$ cat src/rtl/vanilla_barrier_relay_if.sv
// vanilla_barrier_relay_if: core CSR and inter-tile barrier wires of one relay node.
interface vanilla_barrier_relay_if #(parameter int barrier_dirs_p = 7);
    localparam int barrier_lg_dirs_lp = $clog2(barrier_dirs_p + 1);
    logic                          pi_i;
    logic                          po_o;
    logic [barrier_dirs_p-1:0]     src_i;
    logic [barrier_lg_dirs_lp-1:0] dest_i;
    logic [barrier_dirs_p-1:0]     up_i;
    logic [barrier_dirs_p-1:0]     up_o;
    logic [barrier_dirs_p-1:0]     dn_i;
    logic [barrier_dirs_p-1:0]     dn_o;
    modport slave (input pi_i, src_i, dest_i, up_i, dn_i, output po_o, up_o, dn_o);
    modport master (output pi_i, src_i, dest_i, up_i, dn_i, input po_o, up_o, dn_o);
endinterface

$ cat src/rtl/vanilla_barrier_relay.sv
// vanilla_barrier_relay: per-tile barrier gather/release node between the core CSR block and neighbours.
// Optional VANILLA_BARRIER_RELAY_PERF_EN adds perf_done_o / perf_wait_o counters.
module vanilla_barrier_relay #(
    parameter int barrier_dirs_p = 7
) (
    input  logic                   clk_i,
    input  logic                   reset_i,
    vanilla_barrier_relay_if.slave bar
`ifdef VANILLA_BARRIER_RELAY_PERF_EN
    ,
    output logic [31:0]            perf_done_o,
    output logic [31:0]            perf_wait_o
`endif
);
    localparam int barrier_lg_dirs_lp = $clog2(barrier_dirs_p + 1);
    localparam int pad_lp = (1 << barrier_lg_dirs_lp) - barrier_dirs_p;

    typedef enum logic [1:0] {IDLE = 2'd0, GATHER = 2'd1, WAIT = 2'd2} state_e;

    state_e                        state_r, state_n;
    logic                          po_r, po_n;
    logic                          up_val_r, up_val_n;
    logic [barrier_dirs_p-1:0]     in_r, dn_r, src_r;
    logic [barrier_lg_dirs_lp-1:0] dest_r;
    logic                          target, all_m, any_m, root;
    logic [barrier_dirs_p-1:0]     match;
    logic [(1<<barrier_lg_dirs_lp)-1:0] dn_pad;

    assign target = ~po_r;
    assign match  = in_r ~^ {barrier_dirs_p{target}};
    assign all_m  = (|src_r) & (&(~src_r | match));
    assign any_m  = |(src_r & match);
    assign root   = (dest_r == '0) | (32'(dest_r) >= barrier_dirs_p);
    // Padding keeps the dest index in range for the unused encodings above the last direction.
    assign dn_pad = {{pad_lp{1'b0}}, dn_r};

    always_comb begin
        state_n  = state_r;
        po_n     = po_r;
        up_val_n = up_val_r;
        case (state_r)
            IDLE, GATHER: begin
                if (all_m) begin
                    up_val_n = target;
                    po_n     = root ? target : po_r;
                    state_n  = root ? IDLE : WAIT;
                end else if (any_m) begin
                    state_n = GATHER;
                end
            end
            WAIT: begin
                if (dn_pad[dest_r] == up_val_r) begin
                    po_n    = up_val_r;
                    state_n = IDLE;
                end
            end
            default: state_n = IDLE;
        endcase
    end

    // Config only follows barcfg while idle, so an in-flight barrier keeps the config it started with.
    always_ff @(posedge clk_i or posedge reset_i) begin
        if (reset_i) begin
            state_r  <= IDLE;
            po_r     <= 1'b0;
            up_val_r <= 1'b0;
            in_r     <= '0;
            dn_r     <= '0;
            src_r    <= '0;
            dest_r   <= '0;
        end else begin
            state_r  <= state_n;
            po_r     <= po_n;
            up_val_r <= up_val_n;
            in_r     <= {bar.up_i[barrier_dirs_p-1:1], bar.pi_i};
            dn_r     <= bar.dn_i;
            if (state_r == IDLE && state_n == IDLE) begin
                src_r  <= bar.src_i;
                dest_r <= bar.dest_i;
            end
        end
    end

    assign bar.po_o = po_r;
    assign bar.up_o = root ? '0 : ({{(barrier_dirs_p-1){1'b0}}, up_val_r} << dest_r);
    assign bar.dn_o = {src_r[barrier_dirs_p-1:1] & {(barrier_dirs_p-1){po_r}}, 1'b0};

`ifdef VANILLA_BARRIER_RELAY_PERF_EN
    always_ff @(posedge clk_i or posedge reset_i) begin
        if (reset_i) begin
            perf_done_o <= '0;
            perf_wait_o <= '0;
        end else begin
            perf_done_o <= perf_done_o + {31'd0, po_n != po_r};
            perf_wait_o <= perf_wait_o + {31'd0, state_r != IDLE};
        end
    end
`endif
endmodule

$ cat src/flat_wrapper.sv
// flat-port wrapper written by rule: the top's interface ports become plain ports
module vanilla_barrier_relay_flat 
#(
    parameter int barrier_dirs_p = 7
)
  (clk_i, reset_i, bar_pi_i, bar_src_i, bar_dest_i, bar_up_i, bar_dn_i, bar_po_o, bar_up_o, bar_dn_o);
  vanilla_barrier_relay_if #(.barrier_dirs_p(barrier_dirs_p)) bar_i ();
  input  logic clk_i;
  input  logic reset_i;
  input wire logic [$bits(bar_i.pi_i)-1:0] bar_pi_i;
  input wire logic [$bits(bar_i.src_i)-1:0] bar_src_i;
  input wire logic [$bits(bar_i.dest_i)-1:0] bar_dest_i;
  input wire logic [$bits(bar_i.up_i)-1:0] bar_up_i;
  input wire logic [$bits(bar_i.dn_i)-1:0] bar_dn_i;
  output wire logic [$bits(bar_i.po_o)-1:0] bar_po_o;
  output wire logic [$bits(bar_i.up_o)-1:0] bar_up_o;
  output wire logic [$bits(bar_i.dn_o)-1:0] bar_dn_o;
  assign bar_i.pi_i = bar_pi_i;
  assign bar_i.src_i = bar_src_i;
  assign bar_i.dest_i = bar_dest_i;
  assign bar_i.up_i = bar_up_i;
  assign bar_i.dn_i = bar_dn_i;
  assign bar_po_o = bar_i.po_o;
  assign bar_up_o = bar_i.up_o;
  assign bar_dn_o = bar_i.dn_o;
  vanilla_barrier_relay #(.barrier_dirs_p(barrier_dirs_p)) u_core (.clk_i(clk_i), .reset_i(reset_i), .bar(bar_i));
endmodule
$ cat config.mk
export PLATFORM = sky130hd
export DESIGN_NAME = vanilla_barrier_relay_flat
export DESIGN_NICKNAME = d
export VERILOG_FILES = /design/src/rtl/vanilla_barrier_relay_if.sv /design/src/rtl/vanilla_barrier_relay.sv /design/src/flat_wrapper.sv
export SDC_FILE = /design/constraint.sdc
export NUM_CORES = 1
export LEC_CHECK = 0
export ABC_CLOCK_PERIOD_IN_PS = 2950
export BUFFER_PORTS_ARGS = -buffer_cell sky130_fd_sc_hd__buf_4
export CAP_MARGIN = 10
export CORE_MARGIN = 3
export CORE_UTILIZATION = 40
export CTS_BUF_LIST = sky130_fd_sc_hd__clkbuf_8
export CTS_CLUSTER_SIZE = 20
export DETAILED_ROUTE_END_ITERATION = 10
export HOLD_SLACK_MARGIN = 0.15
export PLACE_DENSITY = 0.71
export SKIP_LAST_GASP = 1
export SLEW_MARGIN = 10
export SYNTH_ARGS = -nofsm -noshare
export SYNTH_HDL_FRONTEND = slang
export SYNTH_SLANG_ARGS = --single-unit
export TNS_END_PERCENT = 30
$ cat constraint.sdc
create_clock -name clk_i -period 2.95 [get_ports clk_i]
set_input_delay 0.885 -clock clk_i [delete_from_list [all_inputs] [get_ports clk_i]]
set_output_delay 0.885 -clock clk_i [all_outputs]
set_load 0.1 [all_outputs]
Word level (Yosys, flattened, before mapping):

Cells that the tools add are included.
W data, S select, Z words.

* bitwise operators: 8
* shift-type cells: 1
* equality and inequality tests: 6
* reduce and logical (&&, ||, !) cells: 11
* mux-type cells: 12
* magnitude comparators: 2

Operator list (number)
* $reduce_or A7 Y1: 2
* $mux W2: 4
* $and A7 B7 Y7: 1
* $mux W7: 1
* $not A7 Y7: 1
* $or A7 B7 Y7: 1
* $reduce_and A7 Y1: 1
* $shl A1 B3 Y7: 1
* $xnor A7 B7 Y7: 1
* $and A6 B6 Y6: 1
* $ne A2 B1 Y1 const B: 3
* $logic_not A2 Y1: 2
* $lt A3 B4 Y1 const B: 1
* $mux W1: 4
* $pmux W2 S2: 1
* $reduce_and A4 Y1: 1
* $bmux W1 S3: 1
* $ge A3 B3 Y1 const B: 1
* $logic_not A3 Y1: 1
* $eq A2 B1 Y1 const B: 1
* $eq A2 B2 Y1 const B: 1
* $pmux W1 S2: 1
* $reduce_and A2 Y1: 1
* $reduce_bool A2 Y1: 1
* other kinds (6): 6

* word-level logic and storage cells: 47
* bits of input ports: 27
* output and inout port bits: 15
* flip-flop bits (word level): 28

Depth between registers and ports, before layout:

* depth in word-level cells: 9
* mapped depth: 8
* mapped depth without buffers: 6

Worst setup path before layout:

Ideal clock, no wire load.

* path kind: reg-to-output
* start point: register u_core.dest_r[1]
* end point: output bar_up_o[2]
* required time: 2065 ps
* path buffers: 1
* data arrival time: 2678 ps
* setup slack: -613 ps
* cell stages (with the launch flop): 4
* cells stage by stage: dfrtp_1 clkbuf_1 nand2_1 nor3_1

* cells in the longest elaborated chain, start to end: 3
* elaborated cells between the ends (all ways): 5
* classes of those cells: order compare: 1; shift: 1; mux: 1; bitwise: 1; reduce/logical: 1

Ends and longest elaborated chain
* start: declaration: line vanilla_barrier_relay.sv:24 `logic [barrier_lg_dirs_lp-1:0] dest_r;`
* start signal: assignment: line vanilla_barrier_relay.sv:79 `dest_r <= bar.dest_i;`
* $ge A3 B3 Y1 / $logic_not A3 Y1 (equally long branches): line vanilla_barrier_relay.sv:33 `assign root = (dest_r == '0) | (32'(dest_r) >= barrier_dirs_p);`
* $or A1 B1 Y1: line vanilla_barrier_relay.sv:33
* $mux W7 *: line vanilla_barrier_relay.sv:85 `assign bar.up_o = root ? '0 : ({{(barrier_dirs_p-1){1'b0}}, up_val_r} << dest_r);`
* end: declaration: line flat_wrapper.sv:16 `output wire logic [$bits(bar_i.up_o)-1:0] bar_up_o;`

Mark *: on every way between the ends. The rest lies on a longest branch, timed or not.

Worst setup path after layout:

* start point: register u_core.po_r (netlist: u_core.bar.po_o)
* end point: output bar_dn_o[1]

* cells in the longest elaborated chain, start to end: 1

Ends and longest elaborated chain
* start: declaration: line vanilla_barrier_relay.sv:21 `logic po_r, po_n;`
* start signal: assignment: line vanilla_barrier_relay.sv:73 `po_r <= po_n;`
* $and A6 B6 Y6: line vanilla_barrier_relay.sv:86 `assign bar.dn_o = {src_r[barrier_dirs_p-1:1] & {(barrier_dirs_p-1){po_r}}, 1'b0};`
* end: declaration: line flat_wrapper.sv:17 `output wire logic [$bits(bar_i.dn_o)-1:0] bar_dn_o;`

Every way passes these cells.

==> results.py <==
metrics = {
    "timing": {
        "period_share_pct": 87.5,
        "fmax_mhz": 388,
        "whs_ns": 0.548,
        "setup_viol": 0,
        "finalHoldViolations": 0,
        "clock_skew_ns": 0.00533,
        "slew_headroom_pct": 46.9,
        "slew_violations": 0,
        "worst_pin_slew_ns": 0.796,
        "rsz0062_at_grt": "false",
        "fin_crit_ns": 2.58,
    },
    "power_and_ir_drop": {
        "peakVddDrop_v": 0.000784,
        "internal-power_mw": 1.01,
        "p_seq_share_pct": 33.7,
        "comb_power_share_pct": 54.5,
        "clkPwrFrac_pct": 11.7,
        "power_leakage_nw": 0.848,
        "total_power_mw": 2.01,
        "power_density_nw_per_um2": 1130,
        "p_sw_share_pct": 50.0,
        "p_switching_mw": 1.00,
    },
    "critical_path": {
        "rrSetupSlack_ns": 0.63,
        "crit_fanout": 20,
        "cp_data_required_time_ns": 2.07,
        "reg2reg_to": "u_core.src_r[3]",
        "regToRegStartpoint": "u_core.bar.po_o",
        "cp_slowest_cell": "dfrtp_1",
        "worstSetupPathType": "reg -> out",
        "cpPeakStageDelay_ns": 0.87,
        "cp-end-kind": "output pin",
        "crit_arrival_ns": 1.69,
        "path_cells": "and2_1, buf_4",
        "rr_worst_depth": 6,
        "startpoint_type": "flop",
    },
    "clocking": {
        "cts_tree": "done",
        "cts_sinks": 28,
        "clkTransAtPathRegs_ns": 0.10,
        "cts-root-buf": "clkbuf_8",
        "cts_hold_buf": 0,
        "clk_latency_ns": 0.27,
        "cts_resized": 0,
        "cts_max_level": 1,
        "clockBufferDepth": 2,
        "cts_buffers": 3,
        "cts_setup_buffers": 0,
    },
    "run_status": {
        "status": "complete, no violations",
    },
    "placement": {
        "dpl_cell_area_um2": 1720,
        "gp_congestion": 0.794,
        "portBuffers": 38,
        "dp_hpwl_um": 2070,
    },
    "floorplan": {
        "dieArea_um2": 4290,
        "io_pins": 42,
        "initial_utilization_pct": 44.2,
        "dieWidth_um": 65.5,
        "core-area_um2": 3200,
        "die_h_um": 65.5,
        "row_count": 20,
    },
    "global_routing": {
        "grt_pass1_vias": 999,
        "grt_pass1_wl_um": 4730,
        "grt_overflow": 0,
        "grt.total_usage_pct": 14.7,
        "grt_max_degree": 29,
        "grt_antenna_before_repair": 0,
    },
    "final_layout": {
        "utilization_pct": 55.4,
        "area_growth_pct": 25.4,
        "nets": 187,
        "drive_gt1_share_pct": 39.0,
        "n_antenna_cell": 0,
        "final_area_um2": 1780,
        "num-fill-cells": 297,
    },
    "logic_synthesis": {
        "ys_seq_area_share_pct": 49.5,
        "synth.distinct_cells": 39,
        "yosys.area.top_type_share_pct": 49.5,
        "synth_area_leaders": "dfrtp_1, mux2_4, and2_1, nand2b_1, xnor2_1",
        "synth_ff_type": "dfrtp_1",
        "synth_top_cell_by_area": "dfrtp_1",
        "syn_inst": 123,
        "syn_avg_cell_area_um2": 11.5,
        "yosysWarnings": 0,
        "async_flop_share_pct": 100,
        "synth_edf_count": 0,
        "ys_ff_latch": 28,
        "syn_area_um2": 1420,
    },
    "worst_hold_path": {
        "min_path_type": "reg -> reg",
        "hold_start": "u_core.state_r[1]",
        "hold_end": "u_core.state_r[0]",
        "hold_depth": 1,
    },
    "drt": {
        "viasPerCell": 5.00,
        "drt_iter0_markers": 63,
        "ant_nets": 0,
        "dr.pass1.iters": 6,
        "drc": 0,
        "vias": 1014,
        "wl_per_cell_um": 13.8,
        "wirelength_um": 2810,
    },
    "run": {
        "maxCapViolations": 0,
    },
}
cells in the mapped netlist (2+ instances only):
cell type,number
mux2_4,10
nand3_1,2
mux2i_1,2
nor2_1,7
a22oi_1,3
or3_1,2
buf_4,2
and2_1,6
xor2_2,2
dfrtp_1,28
buf_6,2
a21oi_1,3
o31ai_1,2
xnor2_1,4
nand2b_1,6
nor3_1,4
inv_1,7
nand2_1,7
clkbuf_1,3
nor2b_1,2
critical path, delay by kind of cell (launching register included):
kind	cells	cell delay [ns]
flops	1	0.87
simple gates	1	0.25
buf+inv	1	0.29
sequential cells by signal, indices dropped and copies added, names as in the netlist:
name	count
u_core.up_val_r	1
u_core.dest_r	3
u_core.in_r	7
u_core.state_r	2
u_core.dn_r	7
u_core.bar.po_o	1
u_core.src_r	7
stage by stage:
step,setup TNS (ns),setup slack [ns],instances
after floorplan,-0.179,-0.0370,124
after global placement,0,0.693,199
after global routing,0,0.281,203
after detailed placement,0,0.628,199
after CTS,0,0.370,203
final,0,0.370,203
layout make-up:
cell class / count / area, µm² / area share, %
inverters: 7 / 26.3 / 1.48
well taps: 44 / 55.1 / 3.10
multi-input cells: 81 / 646 / 36.4
repair buffers: 39 / 293 / 16.5
flip-flops and latches: 28 / 701 / 39.5
clock buffers: 4 / 55.1 / 3.10
per-layer routing:
metal	part of all wire, %	track usage, %	up-vias
met5	0	0	-
met4	2.1	6.99	0
met3	5.1	2.91	4
met2	49	23.5	34
met1	44	19.0	492
li1	-	-	484
worst max-delay path by stage:
stage	start	end	slack [ns]	cells after the start
floorplan	u_core.bar.po_o	bar_dn_o[5]	-0.04	3
global placement	u_core.bar.po_o	u_core.src_r[3]	0.69	6
CTS	u_core.bar.po_o	bar_dn_o[1]	0.37	2
global route	u_core.bar.po_o	bar_dn_o[4]	0.28	2
detailed placement	u_core.bar.po_o	u_core.dest_r[2]	0.63	6
finish	u_core.bar.po_o	bar_dn_o[1]	0.37	2
power groups by stage:
| stage | sequential [mW] | combinational [mW] | clock [mW] |
|---|---|---|---|
| floorplan | 0.613 | 0.969 | 0 |
| global placement | 0.672 | 1.07 | 0 |
| detailed placement | 0.683 | 1.10 | 0 |
| CTS | 0.674 | 1.10 | 0.243 |
| global route | 0.708 | 1.16 | 0.259 |
| finish | 0.678 | 1.10 | 0.236 |
kinds of logic (layout without fill, tap and decap cells):
| logic type | Yosys count | in the layout | synth area share [%] |
|---|---|---|---|
| and+or+nand+nor | 43 | 43 | 16.6 |
| DFF | 28 | 28 | 49.5 |
| AOI/OAI and AO/OA | 16 | 16 | 9.01 |
| buffers and inverters | 15 | 50 | 5.65 |
| muxes | 13 | 13 | 13.6 |
| xor gates and xnor gates | 7 | 7 | 5.39 |
| other | 1 | 2 | 0.265 |
layout by cell type, fill, tap and decap left out:
cell type and count:
or2_2 1, buf_4 39, nand4b_1 1, nor2_1 7, nand3b_1 1, dfrtp_1 28, conb_1 2, and3_1 1
nor3_1 3, xor2_2 2, o2bb2ai_1 1, o31ai_1 2, o2bb2a_4 1, o2111ai_1 1, nor4_1 1, mux2i_1 2
inv_1 7, o21ai_0 1, nor3b_1 1, o22ai_1 1, or3_1 2, clkbuf_8 4, nand3_2 1, a211oi_2 1
and2_1 5, a21oi_1 3, nor3_2 1, nor2b_1 2, a22oi_1 3, nand3_1 2, nand2b_1 6, o221ai_1 1
mux4_2 1, xor2_1 1, and2_2 1, xnor2_1 4, nand2_1 7, o21ai_1 1, mux2_4 10
No activity file was read; power rests on OpenSTA's default activity.
